===== config.mk =====
export PLATFORM = sky130hd
export DESIGN_NAME = axi_slave_sync_fifo
export DESIGN_NICKNAME = d
export VERILOG_FILES = /design/src/rtl/axi_slave_sync_fifo_pkg.sv /design/src/rtl/axi_slave_sync_fifo.sv
export SDC_FILE = /design/constraint.sdc
export NUM_CORES = 1
export LEC_CHECK = 0
export BUFFER_PORTS_ARGS = -buffer_cell sky130_fd_sc_hd__buf_2
export CORE_ASPECT_RATIO = 0.9
export CORE_MARGIN = 2
export CORE_UTILIZATION = 55
export CTS_BUF_LIST = sky130_fd_sc_hd__clkbuf_4 sky130_fd_sc_hd__clkbuf_8
export CTS_CLUSTER_DIAMETER = 30
export DETAILED_ROUTE_END_ITERATION = 10
export PLACE_DENSITY = 0.72
export SETUP_SLACK_MARGIN = 0.5
export SKIP_LAST_GASP = 1
export SYNTH_ARGS = -nofsm -noshare
export SYNTH_HDL_FRONTEND = slang
export SYNTH_SLANG_ARGS = --single-unit
export TNS_END_PERCENT = 30

===== constraint.sdc =====
create_clock -name clk -period 12.8 [get_ports clk]
set_clock_uncertainty 0.1 [all_clocks]
set_input_delay 1.92 -clock clk [delete_from_list [all_inputs] [get_ports clk]]
set_output_delay 1.92 -clock clk [all_outputs]
set_load 0.05 [all_outputs]

===== src/rtl/axi_slave_sync_fifo_pkg.sv =====
// Shared types for the AXI slave address-queue FIFO: per-cycle operation
// decode used by the pointer update logic.
package axi_slave_sync_fifo_pkg;

    typedef enum logic [2:0] {
        OP_IDLE = 3'd0,
        OP_PUSH = 3'd1,
        OP_POP  = 3'd2,
        OP_BOTH = 3'd3,
        OP_CLR  = 3'd4
    } fifo_op_e;

    // Clear wins over any handshake that completes in the same cycle.
    function automatic fifo_op_e f_decode_op(
        input logic clr,
        input logic push,
        input logic pop
    );
        if (clr) begin
            return OP_CLR;
        end
        case ({push, pop})
            2'b10:   return OP_PUSH;
            2'b01:   return OP_POP;
            2'b11:   return OP_BOTH;
            default: return OP_IDLE;
        endcase
    endfunction

endpackage


===== src/rtl/axi_slave_sync_fifo.sv =====
// Single-clock first-word-fall-through FIFO queuing AW/AR words in the AXI
// slave model, with full/empty/item/room status.
module axi_slave_sync_fifo
    import axi_slave_sync_fifo_pkg::*;
#(
    parameter int FDW = 32,
    parameter int FAW = 4
) (
    input  logic           clk,
    input  logic           rstn,
    input  logic           clr,
    output logic           wr_rdy,
    input  logic           wr_vld,
    input  logic [FDW-1:0] wr_din,
    input  logic           rd_rdy,
    output logic           rd_vld,
    output logic [FDW-1:0] rd_dout,
    output logic           full,
    output logic           empty,
    output logic [FAW:0]   item_cnt,
    output logic [FAW:0]   room_cnt
);

    localparam int           DEPTH   = 1 << FAW;
    localparam logic [FAW:0] DEPTH_V = (FAW+1)'(DEPTH);

    // Handshake contract: a push completes on a rising edge where
    // wr_vld && wr_rdy; a pop completes where rd_rdy && rd_vld. wr_rdy and
    // rd_vld depend only on the pointers, never on wr_vld/rd_rdy.

    logic [FDW-1:0] r_mem [DEPTH];
    logic [FAW:0]   r_wptr;
    logic [FAW:0]   r_rptr;

    logic [FAW:0]   w_item_cnt;
    logic           w_full;
    logic           w_empty;
    logic           w_push;
    logic           w_pop;
    fifo_op_e       w_op;

    // Extra pointer bit separates full from empty when the indices match.
    assign w_item_cnt = r_wptr - r_rptr;
    assign w_full     = (w_item_cnt == DEPTH_V);
    assign w_empty    = (r_wptr == r_rptr);

    assign w_push = wr_vld && !w_full;
    assign w_pop  = rd_rdy && !w_empty;
    assign w_op   = f_decode_op(clr, w_push, w_pop);

    always_ff @(posedge clk or negedge rstn) begin
        if (!rstn) begin
            r_wptr <= '0;
            r_rptr <= '0;
        end else begin
            case (w_op)
                OP_CLR: begin
                    r_wptr <= '0;
                    r_rptr <= '0;
                end
                OP_PUSH: r_wptr <= r_wptr + 1'b1;
                OP_POP:  r_rptr <= r_rptr + 1'b1;
                OP_BOTH: begin
                    r_wptr <= r_wptr + 1'b1;
                    r_rptr <= r_rptr + 1'b1;
                end
                default: ;
            endcase
        end
    end

    // Storage carries no reset; validity is tracked purely by the pointers.
    always_ff @(posedge clk) begin
        if (w_op == OP_PUSH || w_op == OP_BOTH) begin
            r_mem[r_wptr[FAW-1:0]] <= wr_din;
        end
    end

    assign rd_dout  = r_mem[r_rptr[FAW-1:0]];
    assign wr_rdy   = !w_full;
    assign rd_vld   = !w_empty;
    assign full     = w_full;
    assign empty    = w_empty;
    assign item_cnt = w_item_cnt;
    assign room_cnt = DEPTH_V - w_item_cnt;

endmodule


==> results of run 1 <==
-- metal layers --
layer  part of all wire  vias to the layer above
met5                  0                        -
met4              0.018                        0
met3              0.052                       64
met2               0.50                      313
met1               0.43                     5123
li1                   -                     4323
-- power by group through the flow --
stage	Combinational [mW]	Sequential, mW	Clock (mW)
floorplan	0.862	1.96	0
CTS	0.994	1.95	1.60
global route	1.05	1.96	1.68
finish	0.980	1.95	1.57
global placement	0.982	1.99	0
detailed placement	0.991	1.99	0
-- registers in the layout, summed over array words and instances, names as in the netlist --
name,cells
r_wptr,5
r_mem,512
r_rptr,5
-- worst paths after layout --
path                       startpoint            to  slack [ns]  cells past startpoint
min reg2reg                 r_rptr[4]     r_rptr[4]        0.47                      2
max                         r_rptr[0]    rd_dout[4]        6.58                      6
min                         r_rptr[4]     r_rptr[4]        0.47                      2
min in group asynchronous        rstn     r_rptr[1]        1.09                      1
max in group asynchronous        rstn     r_rptr[2]       11.26                      1
max reg2reg                 r_rptr[0]  r_mem[8][26]        7.37                     12
-- worst min-delay path, stage by stage (launching register included) --
cell     delay, ns
dfrtp_1       0.37
xor2_1        0.08
nor2_1        0.08
-- stage by stage --
stage	setup WS [ns]	power (mW)	cell area (um^2)	utilization
finish	6.58	4.51	23200	0.641
global route	6.27	4.68	23200	0.641
CTS	6.48	4.55	23200	0.641
detailed placement	7.14	2.98	21300	0.587
global placement	7.16	2.97	21300	0.587
floorplan	6.45	2.82	20300	-
-- cells by family (layout without fill, tap and decap cells) --
family	Yosys count	count (layout)	share of synthesized area
flip-flops	522	522	0.769
multiplexers	193	193	0.154
AO/OA/AOI/OAI	109	109	0.0334
buffers and inverters	67	287	0.0188
AND/OR/NAND/NOR	49	49	0.0113
adder cells (fa/ha/maj)	12	12	0.00776
XOR/XNOR	11	11	0.00548
-- placed cells by master, fill, tap and decap left out, types with 6 or more instances in the layout --
cell type	synthesis	final
ha_1	11	11
clkinvlp_4	0	8
edfxtp_1	512	512
bufinv_16	0	6
clkinv_2	0	16
clkinv_1	0	15
a221oi_1	32	32
mux2i_1	97	97
o21ai_1	52	52
clkbuf_8	0	97
dfrtp_1	10	7
mux4_2	96	96
o21ai_0	16	16
clkinv_4	0	6
nor2_4	0	12
nor2_1	22	10
buf_2	10	82
nand2_1	7	7
clkbuf_4	0	21
inv_1	11	11
buf_4	9	22
xor2_1	6	6
-- final cells by class --
class | count | area, um^2
fillers | 2419 | 13000
multi-input cells | 374 | 4430
inverters | 11 | 41.3
clock buffers | 118 | 1490
repair buffers | 104 | 576
clock inverters | 54 | 455
flip-flops and latches | 522 | 15600
well taps | 476 | 596
==> out/metrics.yaml, run 1 <==
die:
  dieArea_um2: 38500
  rows: 66
  ios: 83
  core_um2: 36300
  die_width_um: 207
  initial_utilization: 0.560
  die_y_um: 186
route:
  wl_mm: 40.4
  drt-wirelength-per-cell_um: 24.4
  viasPerCell: 5.92
  drt_iter0_drc: 741
  dr_total_vias: 9823
  drcViolationCount: 0
  antenna_left: 0
  drt_pre_antenna_iters: 5
power:
  internal-power_mw: 3.17
  seqPwrFrac: 0.433
  power_density_nw_per_um2: 194
  leakagePower_nw: 7.35
  p_sw_mw: 1.34
  power_frac_comb: 0.217
  sw_frac_of_total: 0.297
  clock_power_share: 0.350
  ir_worst_vdd_v: 0.000214
cts:
  cts_setup_buffers: 0
  cts_hold_buf: 0
  clock-sinks: 522
  path_clk_slew_ns: 0.05
  clk_path_buf_depth: 3
  cts-buffers-inserted: 95
  clockRootBuffer: "clkbuf_8"
  htreeDepth: 3
  clock_latency_ns: 0.60
  cts_resized: 0
  tritoncts: "built"
grt:
  grt_util_all_layers: 0.215
  grt_max_degree: 54
  grt_first_pass_wirelength_mm: 61.0
  top_usage_layer: "met2"
  use_met2: 0.345
  met1_usage: 0.307
  use_met3: 0.0388
  overflow: 0
  antenna_found_initial: 0
  grt_pass1_vias: 9975
timing:
  fin_tns_setup_ns: 0
  rsz0062_at_grt: "no"
  hold_violations: 0
  max_slew_margin: 0.198
  setup_violations: 0
  post-route-period-util: 0.486
  worstMarginPinSlew_ns: 1.20
  fmax_ghz: 0.161
  finalMaxSlewViolations: 0
  min_period_ns: 6.22
  hold_slack_ns: 0.471
placement:
  hpwl_mm: 20.3
  dpl.cell_count: 1487
  portBuffers: 82
  gp_congestion: 0.720
logic_synthesis:
  syn_nets: 1012
  synth_cells: 963
  async_flop_share: 0.0192
  yosysMostFrequentCell: "edfxtp_1"
  synth_area_um2: 20300
  yosysTopAreaCell: "edfxtp_1"
  ys_seq_elements: 522
  yosys-top-cells-area: "edfxtp_1, mux4_2, mux2i_1, a221oi_1, o21ai_1"
  post_synth.cell_area_avg_um2: 21.1
  synthTopCellsByCount: "edfxtp_1, mux2i_1, mux4_2, o21ai_1, a221oi_1"
  synthFlopType: "edfxtp_1"
  synth_edf_count: 512
  seq_area_frac_synth: 0.769
  yosys_warnings: 0
  yosysTopAreaCellShare: 0.757
  ys_types: 36
status:
  status: "completed"
setup_path:
  end_kind: "primary output"
  crit_type: "register to primary output"
  slowest_stage: "dfrtp_4"
  cp_common_cell: "buf_4"
  slowest_delay_ns: 0.80
  worstPathRequired_ns: 10.78
  startpoint_type: "register"
  crit_family: "buffers and inverters"
  crit_arrival_ns: 4.20
  crit_chain: "buf_4, buf_4, mux4_2, o21ai_1, o21ai_0, buf_2"
  path_max_fanout: 48
  crit_buf_inv: 3
cells_and_area:
  drive_above_1_share: 0.320
  fin_nets: 1157
  areaGrowthSynthToFinish_pct: 14.3
  n_antenna_cell: 0
  final_cells: 1659
min_path:
  hold_class: "register to register"
flow_run:
  drv_cap: 0
(Power assumes the default switching activity.)
==> run 2: changes to the inputs <==
--- a/config.mk
+++ b/config.mk
@@ -5,6 +5,7 @@
 export SDC_FILE = /design/constraint.sdc
 export NUM_CORES = 1
 export LEC_CHECK = 0
+export ABC_AREA = 1
 export BUFFER_PORTS_ARGS = -buffer_cell sky130_fd_sc_hd__buf_2
 export CORE_ASPECT_RATIO = 0.9
 export CORE_MARGIN = 2
@@ -12,7 +13,7 @@
 export CTS_BUF_LIST = sky130_fd_sc_hd__clkbuf_4 sky130_fd_sc_hd__clkbuf_8
 export CTS_CLUSTER_DIAMETER = 30
 export DETAILED_ROUTE_END_ITERATION = 10
-export PLACE_DENSITY = 0.72
+export PLACE_DENSITY = 0.75
 export SETUP_SLACK_MARGIN = 0.5
 export SKIP_LAST_GASP = 1
 export SYNTH_ARGS = -nofsm -noshare
==> constraint.sdc (replaced) <==
create_clock -name clk -period 5.1 [get_ports clk]
set_clock_uncertainty 0.1 [all_clocks]
set_input_delay 0.765 -clock clk [delete_from_list [all_inputs] [get_ports clk]]
set_output_delay 0.765 -clock clk [all_outputs]
set_load 0.05 [all_outputs]
==> run 2 against run 1 <==
Global-route usage grew 3.4 points. Via count grew 61%. Register-to-register slack lost 6.3 ns. Critical endpoint is now rd_dout[5]. Final cell count grew 84%. First-iteration DRC count grew 110%. Area after synthesis grew 14%. Highest routed layer unchanged. Worst setup slack lost 5.8 ns. Critical path depth grew 3. Non-clock buffer count grew 7. Clock power grew to 2.7 times the previous value. Sequential share of layout area shrank 7.6 points.
==> out/metrics.yaml, run 2 <==
grt:
  grt_pass1_vias: 15387  # +54%
  antenna_found_initial: 1  # +1
  grt_max_degree: 167  # +210%
  grt_first_pass_wirelength_mm: 83.2  # +37%
  overflow: 0  # unchanged
  grt_util_all_layers: 0.249  # +0.0338
power:
  power_density_nw_per_um2: 451  # +130%
  leakagePower_nw: 11.7  # +59%
  ir_worst_vdd_v: 0.000405  # +89%
  total_power_mw: 11.8  # +160%
logic_synthesis:
  async_flop_share: 0.0192  # unchanged
  synthFlopType: "edfxtp_1"
  yosysTopAreaCell: "edfxtp_1"
  yosysMostFrequentCell: "nand2_1"
  ys_seq_elements: 522  # unchanged
  yosysTopAreaCellShare: 0.663  # -0.0932
  seq_area_frac_synth: 0.674  # -0.0947
  syn_nets: 2364  # +130%
  synth_cells: 2315  # +140%
  synth_area_um2: 23200  # +14%
  ys_types: 23  # -36%
  synthTopCellsByCount: "nand2_1, edfxtp_1, inv_1, nand3_1, buf_2"
  yosys_warnings: 0  # unchanged
  post_synth.cell_area_avg_um2: 10.0  # -53%
  synth_edf_count: 512  # unchanged
  yosys-top-cells-area: "edfxtp_1, nand2_1, inv_1, nand3_1, buf_2"
cts:
  clockRootBuffer: "clkbuf_8"
  path_clk_slew_ns: 0.05  # about the same
  clk_path_buf_depth: 3  # unchanged
  clock-sinks: 522  # unchanged
  clock_latency_ns: 0.65  # +0.05 ns
  htreeDepth: 3  # unchanged
  cts_setup_buffers: 0  # unchanged
  cts-buffers-inserted: 98  # +3.2%
  tritoncts: "built"
timing:
  min_period_ns: 4.33
  fin_tns_setup_ns: 0  # unchanged
  finalWorstSetupSlack_ns: 0.767  # -5.81 ns
  setup_violations: 0  # unchanged
  rsz0062_at_grt: "no"
  worstMarginPinSlew_ns: 1.17  # -0.0315 ns
  fmax_ghz: 0.231
  hold_violations: 0  # unchanged
  max_slew_margin: 0.219  # +0.0210
  finalMaxSlewViolations: 0  # unchanged
  post-route-period-util: 0.850
route:
  wl_mm: 53.7  # +33%
  drt-wirelength-per-cell_um: 17.6  # -28%
  dr_total_vias: 15844  # +61%
  antenna_left: 0  # unchanged
  drt_pre_antenna_iters: 5  # unchanged
  viasPerCell: 5.20  # -12%
  drt_iter0_drc: 1561  # +110%
  drcViolationCount: 0  # unchanged
min_path:
  hold_end: "r_rptr[2]"
  hold_class: "input pin to register"
  hold_path_startpoint: "rd_rdy"
  hold-path-cell-count: 3  # +1
setup_path:
  path_max_fanout: 166  # +250%
  crit_arrival_ns: 3.47  # -0.73 ns
  startpoint_type: "register"
  slowest_stage: "buf_12"
  end_kind: "primary output"
  slowest_delay_ns: 0.58  # -0.22 ns
  crit_chain: "buf_12, inv_8, buf_4, nand2_1, nand3_1, nand3_1, nand3_1, nand2_1, buf_2"
  reg2reg_depth: 13  # +1
  crit_family: "buffers and inverters"
  r2r_slack_ns: 1.09  # -6.28 ns
  worstPathRequired_ns: 4.24  # -6.54 ns
  rr_endpoint: "r_mem[5][25]"
  crit_type: "register to primary output"
  r2r_start: "r_wptr[0]"
  crit_buf_inv: 4  # +1
  cp_common_cell: "nand3_1"
cells_and_area:
  most-common-layout-cells: "nand2_1, edfxtp_1, inv_1, nand3_1, clkbuf_8"
  largest_register_ffs: 512  # unchanged
  drive_above_1_share: 0.120  # -0.200
  areaGrowthSynthToFinish_pct: 12.9
  design_area_um2: 26200  # +13%
  fin_nets: 2471  # +110%
  mostFrequentLayoutCell: "nand2_1"
die:
  dieArea_um2: 43800  # +14%
  die_y_um: 199  # +6.6%
  initial_utilization: 0.556  # -0.00430
  rows: 71  # +7.6%
  ios: 83  # unchanged
  die_width_um: 220  # +6.7%
  core_um2: 41700  # +15%
status:
  status: "completed"
placement:
  detailed_place.area_um2: 24000  # +13%
  dp_slack_ns: 1.12  # -6.02 ns
  hpwl_mm: 30.2  # +48%
  gp_congestion: 0.826  # +15%
  portBuffers: 82  # unchanged
flow_run:
  drv_cap: 0  # unchanged
==> run 2: kinds of logic after synthesis <==
kind of cell,Yosys count,synth area share
AO/OA/AOI/OAI,12,0.00270
XOR/XNOR,6,0.00227
adder cells (fa/ha/maj),12,0.00680
buffers and inverters,604,0.108
flip-flops,522,0.674
AND/OR/NAND/NOR,1159,0.206
==> run 2: timing repair <==
item                       in CTS  in global routing
hold endpoints to repair       10                  0
resized for setup               0                  3
hold buffers                    1                  0
setup endpoints to repair       0                 22
==> run 2: worst max-delay path by stage <==
stage / start / end / slack [ns] / cells past startpoint
after floorplan: r_rptr[2] / r_mem[0][0] / 0.43 / 14
after global placement: r_wptr[0] / r_mem[9][10] / 1.19 / 13
after detailed placement: r_wptr[0] / r_mem[6][10] / 1.12 / 12
after CTS: r_rptr[0] / rd_dout[6] / 0.65 / 8
after global routing: r_rptr[0] / rd_dout[17] / 0.53 / 11
final: r_rptr[0] / rd_dout[5] / 0.77 / 9
==> run 2: power breakdown <==
part | internal (mW) | total [mW] | leakage [nW] | switching [mW]
Combinational | 0.627 | 2.69 | 5.89 | 2.07
Sequential | 4.78 | 4.80 | 4.74 | 0.0207
Clock | 2.52 | 4.30 | 1.08 | 1.78
==> run 2: metrics by stage <==
step	util	std cells	hold slack [ns]
3_5_place_dp	0.577	2868	0.411
5_1_grt	0.628	3048	0.340
4_1_cts	0.628	3047	0.302
6_report	0.628	3048	0.326
3_3_place_gp	0.577	2868	0.378
2_1_floorplan	-	2315	0.361
==> run 2: worst register-to-register path, delay by kind of cell (launching register included) <==
kind	cells	cell delay, ns
buffers and inverters	4	0.81
adder cells (fa/ha/maj)	4	1.16
AND/OR/NAND/NOR	5	1.23
flip-flops	1	0.41
==> run 2: metal layers <==
metal  routed length (um)  global-route usage
met5                    0                   0
met4                 1280              0.0860
met3                 4270              0.0440
met2                25800               0.403
met1                22400               0.343
==> run 2: area by class of cell <==
type / instances / area, um^2
clock buffers: 126 / 1590
inverters: 500 / 1890
well taps: 547 / 684
repair buffers: 111 / 663
diodes: 1 / 2.50
clock inverters: 52 / 522
fillers: 3208 / 15500
multi-input cells: 1189 / 5190
flip-flops and latches: 522 / 15600
